==> config.mk <==
export PLATFORM = sky130hd
export DESIGN_NAME = cpu_controller
export DESIGN_NICKNAME = d
export VERILOG_FILES = /design/src/rtl/cpu_controller_pkg.sv /design/src/rtl/cpu_controller_decode.sv /design/src/rtl/cpu_controller.sv
export SDC_FILE = /design/constraint.sdc
export NUM_CORES = 1
export LEC_CHECK = 0
export ABC_CLOCK_PERIOD_IN_PS = 1200
export BUFFER_PORTS_ARGS = -buffer_cell sky130_fd_sc_hd__buf_2
export CORE_AREA = 2 2 39 41
export DETAILED_ROUTE_END_ITERATION = 12
export DIE_AREA = 0 0 41 43
export GPL_ROUTABILITY_DRIVEN = 0
export PLACE_DENSITY = 0.56
export RECOVER_POWER = 25
export SYNTH_ARGS = -nofsm -noshare
export SYNTH_HDL_FRONTEND = slang
export SYNTH_SLANG_ARGS = --single-unit
==> constraint.sdc <==
create_clock -name clk -period 1.2 [get_ports clk]
set_input_delay 0.24 -clock clk [delete_from_list [all_inputs] [get_ports clk]]
set_output_delay 0.24 -clock clk [all_outputs]
set_load 0.03 [all_outputs]
==> src/rtl/cpu_controller_pkg.sv <==
// Shared encodings for the accumulator CPU control unit: opcodes, ALU functions,
// FSM states and the packed control word driven to the datapath.
package cpu_ctrl_pkg;

    localparam logic [2:0] OP_HLT = 3'b000;
    localparam logic [2:0] OP_SKZ = 3'b001;
    localparam logic [2:0] OP_ADD = 3'b010;
    localparam logic [2:0] OP_AND = 3'b011;
    localparam logic [2:0] OP_XOR = 3'b100;
    localparam logic [2:0] OP_LDA = 3'b101;
    localparam logic [2:0] OP_STO = 3'b110;
    localparam logic [2:0] OP_JMP = 3'b111;

    localparam logic [1:0] ALU_ADD  = 2'b00;
    localparam logic [1:0] ALU_AND  = 2'b01;
    localparam logic [1:0] ALU_XOR  = 2'b10;
    localparam logic [1:0] ALU_PASS = 2'b11;

    typedef enum logic [1:0] {
        FETCH  = 2'b00,
        DECODE = 2'b01,
        EXEC   = 2'b10,
        HALTED = 2'b11
    } state_e;

    typedef struct packed {
        logic       jump;
        logic       skip;
        logic       mem_write;
        logic       mem_read;
        logic       acc_write;
        logic       alu_to_acc;
        logic [1:0] alu_op;
        logic       halt;
    } ctrl_word_t;

    localparam ctrl_word_t CTRL_IDLE  = '0;
    localparam ctrl_word_t CTRL_FETCH = '{mem_read: 1'b1, alu_op: ALU_ADD, default: 1'b0};
    localparam ctrl_word_t CTRL_HALT  = '{halt: 1'b1, alu_op: ALU_ADD, default: 1'b0};

endpackage

==> src/rtl/cpu_controller_decode.sv <==
// Combinational EXEC-phase decoder: latched opcode to datapath control word.
// Unknown or X opcodes fall through to the all-zero word.
module ctrl_decode
    import cpu_ctrl_pkg::*;
(
    input  logic [2:0] ir_op_i,
    output ctrl_word_t ctrl_o
);

    always_comb begin
        ctrl_o = CTRL_IDLE;
        case (ir_op_i)
            OP_HLT: ctrl_o.halt = 1'b1;
            OP_SKZ: ctrl_o.skip = 1'b1;
            OP_ADD: begin
                ctrl_o.mem_read   = 1'b1;
                ctrl_o.acc_write  = 1'b1;
                ctrl_o.alu_to_acc = 1'b1;
                ctrl_o.alu_op     = ALU_ADD;
            end
            OP_AND: begin
                ctrl_o.mem_read   = 1'b1;
                ctrl_o.acc_write  = 1'b1;
                ctrl_o.alu_to_acc = 1'b1;
                ctrl_o.alu_op     = ALU_AND;
            end
            OP_XOR: begin
                ctrl_o.mem_read   = 1'b1;
                ctrl_o.acc_write  = 1'b1;
                ctrl_o.alu_to_acc = 1'b1;
                ctrl_o.alu_op     = ALU_XOR;
            end
            // LDA routes memory data straight into the accumulator
            OP_LDA: begin
                ctrl_o.mem_read   = 1'b1;
                ctrl_o.acc_write  = 1'b1;
                ctrl_o.alu_to_acc = 1'b0;
                ctrl_o.alu_op     = ALU_PASS;
            end
            OP_STO: ctrl_o.mem_write = 1'b1;
            OP_JMP: ctrl_o.jump      = 1'b1;
            default: ctrl_o = CTRL_IDLE;
        endcase
    end

endmodule

==> src/rtl/cpu_controller.sv <==
// FETCH/DECODE/EXEC/HALTED sequencer for the accumulator CPU; Moore outputs held in a register.
// Optional macro CTRL_SKZ_GATE_EN adds the zero input and gates skip inside the controller.
module cpu_controller
    import cpu_ctrl_pkg::*;
(
    input  logic       clk,
    input  logic       rst_n,
    input  logic [2:0] opcode,
`ifdef CTRL_SKZ_GATE_EN
    input  logic       zero,
`endif
    output logic       jump,
    output logic       skip,
    output logic       memWrite,
    output logic       memRead,
    output logic       ACCwrite,
    output logic       ALUtoACC,
    output logic [1:0] ALU_OP,
    output logic       Halt
);

    state_e     state_q, state_d;
    logic [2:0] ir_op_q, ir_op_d;
    ctrl_word_t out_q, out_d;
    ctrl_word_t exec_word;

    ctrl_decode u_decode (
        .ir_op_i (ir_op_d),
        .ctrl_o  (exec_word)
    );

    always_comb begin
        state_d = state_q;
        ir_op_d = ir_op_q;
        case (state_q)
            FETCH:  state_d = DECODE;
            DECODE: begin
                state_d = EXEC;
                ir_op_d = opcode;
            end
            EXEC: begin
                if (ir_op_q == OP_HLT) state_d = HALTED;
                else                   state_d = FETCH;
            end
            HALTED: state_d = HALTED;
            default: state_d = FETCH;
        endcase
    end

    // Output word is computed from the next state so the register holds the Moore value of state_q
    always_comb begin
        out_d = CTRL_IDLE;
        case (state_d)
            FETCH:   out_d = CTRL_FETCH;
            DECODE:  out_d = CTRL_IDLE;
            EXEC:    out_d = exec_word;
            HALTED:  out_d = CTRL_HALT;
            default: out_d = CTRL_IDLE;
        endcase
    end

    always_ff @(posedge clk) begin
        if (!rst_n) begin
            state_q <= FETCH;
            ir_op_q <= 3'b000;
            out_q   <= CTRL_FETCH;
        end else begin
            state_q <= state_d;
            ir_op_q <= ir_op_d;
            out_q   <= out_d;
        end
    end

    assign jump     = out_q.jump;
`ifdef CTRL_SKZ_GATE_EN
    assign skip     = out_q.skip & zero;
`else
    assign skip     = out_q.skip;
`endif
    assign memWrite = out_q.mem_write;
    assign memRead  = out_q.mem_read;
    assign ACCwrite = out_q.acc_write;
    assign ALUtoACC = out_q.alu_to_acc;
    assign ALU_OP   = out_q.alu_op;
    assign Halt     = out_q.halt;

endmodule

; Word level (Yosys, flattened, before mapping)
; Cells that the tools add are included.
[totals]
register_bits = 14
word_cells = 36
[classes]
reduce_logical = 4
mux = 9
eq_ne = 13
[ops]
columns = operator, n
row1 = $pmux 9 s4, 1
row2 = $pmux 5 s4, 1
row3 = $eq 3x3->1 const B, 4
row4 = $eq 2x2->1 const B, 4
row5 = $pmux 2 s4, 1
row6 = $eq 3x2->1 const B, 2
row7 = $logic_not 3->1, 2
row8 = $eq 2x1->1 const B, 2
row9 = $logic_not 2->1, 2
row10 = $mux 1, 4
row11 = $eq 3x1->1 const B, 1
row12 = $mux 3, 1
row13 = $mux 2, 1

; Depth between registers and ports, before layout
[logic_depth]
word_depth = 5
mapped_depth = 4
depth_no_buf = 3

; By module
; From an unflattened synthesis, not the netlist that was laid out.
[hier_totals]
hier_cells = 54
area_unflattened_um2 = 571.8
[modules_own_cells]
columns = module, cells_per_inst, area_per_inst_um2, instances, seq_area_each_um2
row1 = cpu_controller, 40, 479.2, 1, 280.3
row2 = ctrl_decode, 14, 92.6, 1, 0.0

; Least setup slack after synthesis
; Ideal clock, no wire load.
[synth_timing]
path_type = register to register
from = register state_q[0]
to = register ir_op_q[0]
stages_incl_launch_ff = 5
required_time_ns = 1.084
t_arrival_ns = 0.826
synth_period_minus_slack_ns = 0.942
setup_ns = 0.116
n_path_buf = 1
slack_ns = 0.258
cell_sequence = dfxtp_1 > nor2b_1 > buf_4 > mux2i_1 > nor2b_1
[synth_between]
elab_chain_cells = 2
[synth_lines]
columns = element, line_no
row1 = start: declaration, cpu_controller.sv:22  ; state_e state_q, state_d;
row2 = start signal: assignment, cpu_controller.sv:68  ; state_q <= state_d;
row3 = $eq 2x1->1, cpu_controller.sv:35  ; case (state_q)
row4 = $mux 3, cpu_controller.sv:35
row5 = end signal: assignment, cpu_controller.sv:69  ; ir_op_q <= ir_op_d;
row6 = end: declaration, cpu_controller.sv:23  ; logic [2:0] ir_op_q, ir_op_d;
; No other way between the ends.
; A chain may end at the register's enable or synchronous reset.

; Worst setup path in the final report
[layout_timing]
from = register state_q[0]
to = register ir_op_q[2]
; The elaborated chain is that of the path after synthesis.

==> results.json <==
{
  "status": "finished, final reports clean",
  "critical_path_class": "flip-flop to flip-flop",
  "synth_seq_area_share_pct": 59.1,
  "period_share_pct": 84.5,
  "vdd_drop_max_v": 0.000552,
  "worstSetupStartpoint": "state_q[0]$_SDFF_PN0_",
  "cp_top_family": "flip-flops",
  "slowest_stage": "dfxtp_1",
  "clock_latency_ns": 0.27,
  "worstPathArrival_ns": 1.18,
  "ff2ff_path_depth": 4,
  "grt-ovfl-total": 0,
  "antennaDiodeCount": 0,
  "min_to": "memWrite$_SDFF_PN0_",
  "r2r-end": "ir_op_q[2]$_SDFF_PN0_",
  "p_per_area_nw_per_um2": 1560,
  "cts_sinks": 14,
  "cp-start-kind": "flip-flop",
  "crit_path_end_kind": "flip-flop",
  "drtIter0Drc": 5,
  "drive_gt1_share_pct": 27.9,
  "design_area_um2": 572,
  "cts_buffers": 3,
  "synth_nets": 52,
  "slew_headroom_pct": 81.3,
  "grt_pass1_vias": 312,
  "grtUsageTotal_pct": 11.6,
  "rsz0062_at_grt": "false",
  "clk_pin_slew_ns": 0.08,
  "worstPathCellList": "nor2b_1 > buf_4 > mux2i_1 > nor2b_1",
  "ys_types": 17,
  "h-tree-depth": 1,
  "cts_tree": "yes",
  "start_util_pct": 34.3,
  "root_buffer": "clkbuf_4",
  "cts_setup_buffers": 0,
  "crit_path_max_fanout": 5,
  "critPathRequiredTime_ns": 1.36,
  "cts_resized": 0,
  "yosys_warnings": 0,
  "placed_cell_area_um2": 549,
  "multi_input_area_um2": 173,
  "p_total_uw": 891,
  "cts_hold_buf": 0,
  "grt_max_degree": 9,
  "cap_violations": 0,
  "seqCellArea_um2": 280,
  "ant_nets": 0,
  "finish.utilization_pct": 41.3,
  "die_w_um": 41,
  "setup_violations": 0,
  "syn_inst": 47,
  "core_um2": 1380,
  "cts.path.max_buffers": 2,
  "num_vias": 340,
  "fillers": 144,
  "max_freq_mhz": 986,
  "ios": 14,
  "power_leakage_nw": 0.259,
  "r2r_start": "state_q[0]$_SDFF_PN0_",
  "antenna_found_initial": 0,
  "skew_ns": 0.00809,
  "dr.pass1.iters": 2,
  "ys_seq_elements": 14,
  "crit_top_cell": "nor2b_1",
  "dieHeight_um": 43,
  "synth_area_per_cell_um2": 10.1,
  "synthesis.area_um2": 474,
  "fin_setup_tns_ns": 0,
  "min_from": "opcode[0]",
  "slowest_delay_ns": 0.37,
  "whs_path_depth": 2,
  "area_delta_synth_final_pct": 20.6,
  "wl_per_cell_um": 9.53,
  "port_buffers": 13,
  "viasPerCell": 4.42,
  "hold_class": "primary input to flip-flop",
  "grt_pass1_wl_um": 1290,
  "regToRegSetupSlack_ns": 0.19,
  "worst_pin_slew_ns": 0.279,
  "drc": 0,
  "hold_violations": 0,
  "fin_crit_ns": 1.01,
  "crit_buf_inv": 1,
  "rows": 14,
  "nNetsFinal": 68,
  "routed_wl_um": 734,
  "drv_slew": 0,
  "die_area_um2": 1760
}
-- sequential cells by signal, indices dropped and copies added (netlist names) --
register / count
jump: 1
skip: 1
ACCwrite: 1
ALUtoACC: 1
Halt: 1
state_q: 2
ir_op_q: 3
memWrite: 1
memRead: 1
ALU_OP: 2
-- synthesized netlist by cell type --
library cell,number,share of area (%)
dfxtp_1,14,59
nor2_1,10,7.9
mux2i_1,4,8.4
nor2b_1,4,5.3
buf_2,2,2.1
nor3_1,2,2.1
a31oi_1,1,1.3
buf_4,1,1.6
inv_1,1,0.79
nand2b_1,1,1.3
nand3b_1,1,1.6
nand4_1,1,1.3
nor3b_1,1,1.6
nor4_1,1,1.3
o21ai_1,1,1.1
or2_1,1,1.3
xnor2_1,1,1.8
-- kinds of logic after synthesis --
family          after synthesis  synth area share, %
simple gates                 22                 23.8
flops                        14                 59.1
mux                           4                 8.44
buf+inv                       4                 4.49
compound gates                2                 2.37
xor+xnor                      1                 1.85
-- power by group --
group | internal, mW | total (mW) | switching [mW]
sequential | 0.494 | 0.508 | 0.0143
combinational | 0.0540 | 0.131 | 0.0771
clock | 0.116 | 0.252 | 0.136
-- placed cells by master (no fill, tap or decap) --
cell,n
dfxtp_1,14
clkbuf_4,3
a31oi_1,1
nor3_1,2
nor4_1,1
o21ai_1,1
nand4_1,1
buf_4,1
nor2b_1,4
buf_2,13
xnor2_1,1
nand3b_1,1
nand2b_1,1
nor3b_1,1
mux2i_1,4
nor2_1,10
or2_1,1
inv_1,1
-- metal layers --
metal / track usage (%) / share of wire (%)
met1: 15.0 / 46
met2: 14.1 / 43
met3: 3.14 / 6.5
met4: 12.0 / 4.8
met5: 0 / 0
-- metrics by stage --
stage                     hold WS [ns]  cells  worst slack (ns)
after global routing             0.177     77            0.0973
after global placement           0.456     74             0.197
after detailed placement         0.455     74             0.199
after CTS                        0.162     77             0.182
final                            0.161     77             0.186
after floorplan                  0.312     47             0.258
-- worst max path at each step --
| stage | to | depth (start not counted) |
|---|---|---|
| 3_5_place_dp | ir_op_q[0]$_SDFF_PN0_ | 4 |
| 5_1_grt | ir_op_q[1]$_SDFF_PN0_ | 4 |
| 2_1_floorplan | ir_op_q[0]$_SDFF_PN0_ | 4 |
| 6_report | ir_op_q[2]$_SDFF_PN0_ | 4 |
| 4_1_cts | ir_op_q[0]$_SDFF_PN0_ | 4 |
| 3_3_place_gp | ir_op_q[1]$_SDFF_PN0_ | 4 |
-- area by class of cell --
cell class | instances | share of cell area (%)
Tap cell | 16 | 3.50
Timing Repair Buffer | 14 | 12.7
Inverter | 1 | 0.656
Multi-Input combinational cell | 29 | 30.2
Sequential cell | 14 | 49.0
Clock buffer | 3 | 3.94
(Power assumes the default switching activity.)
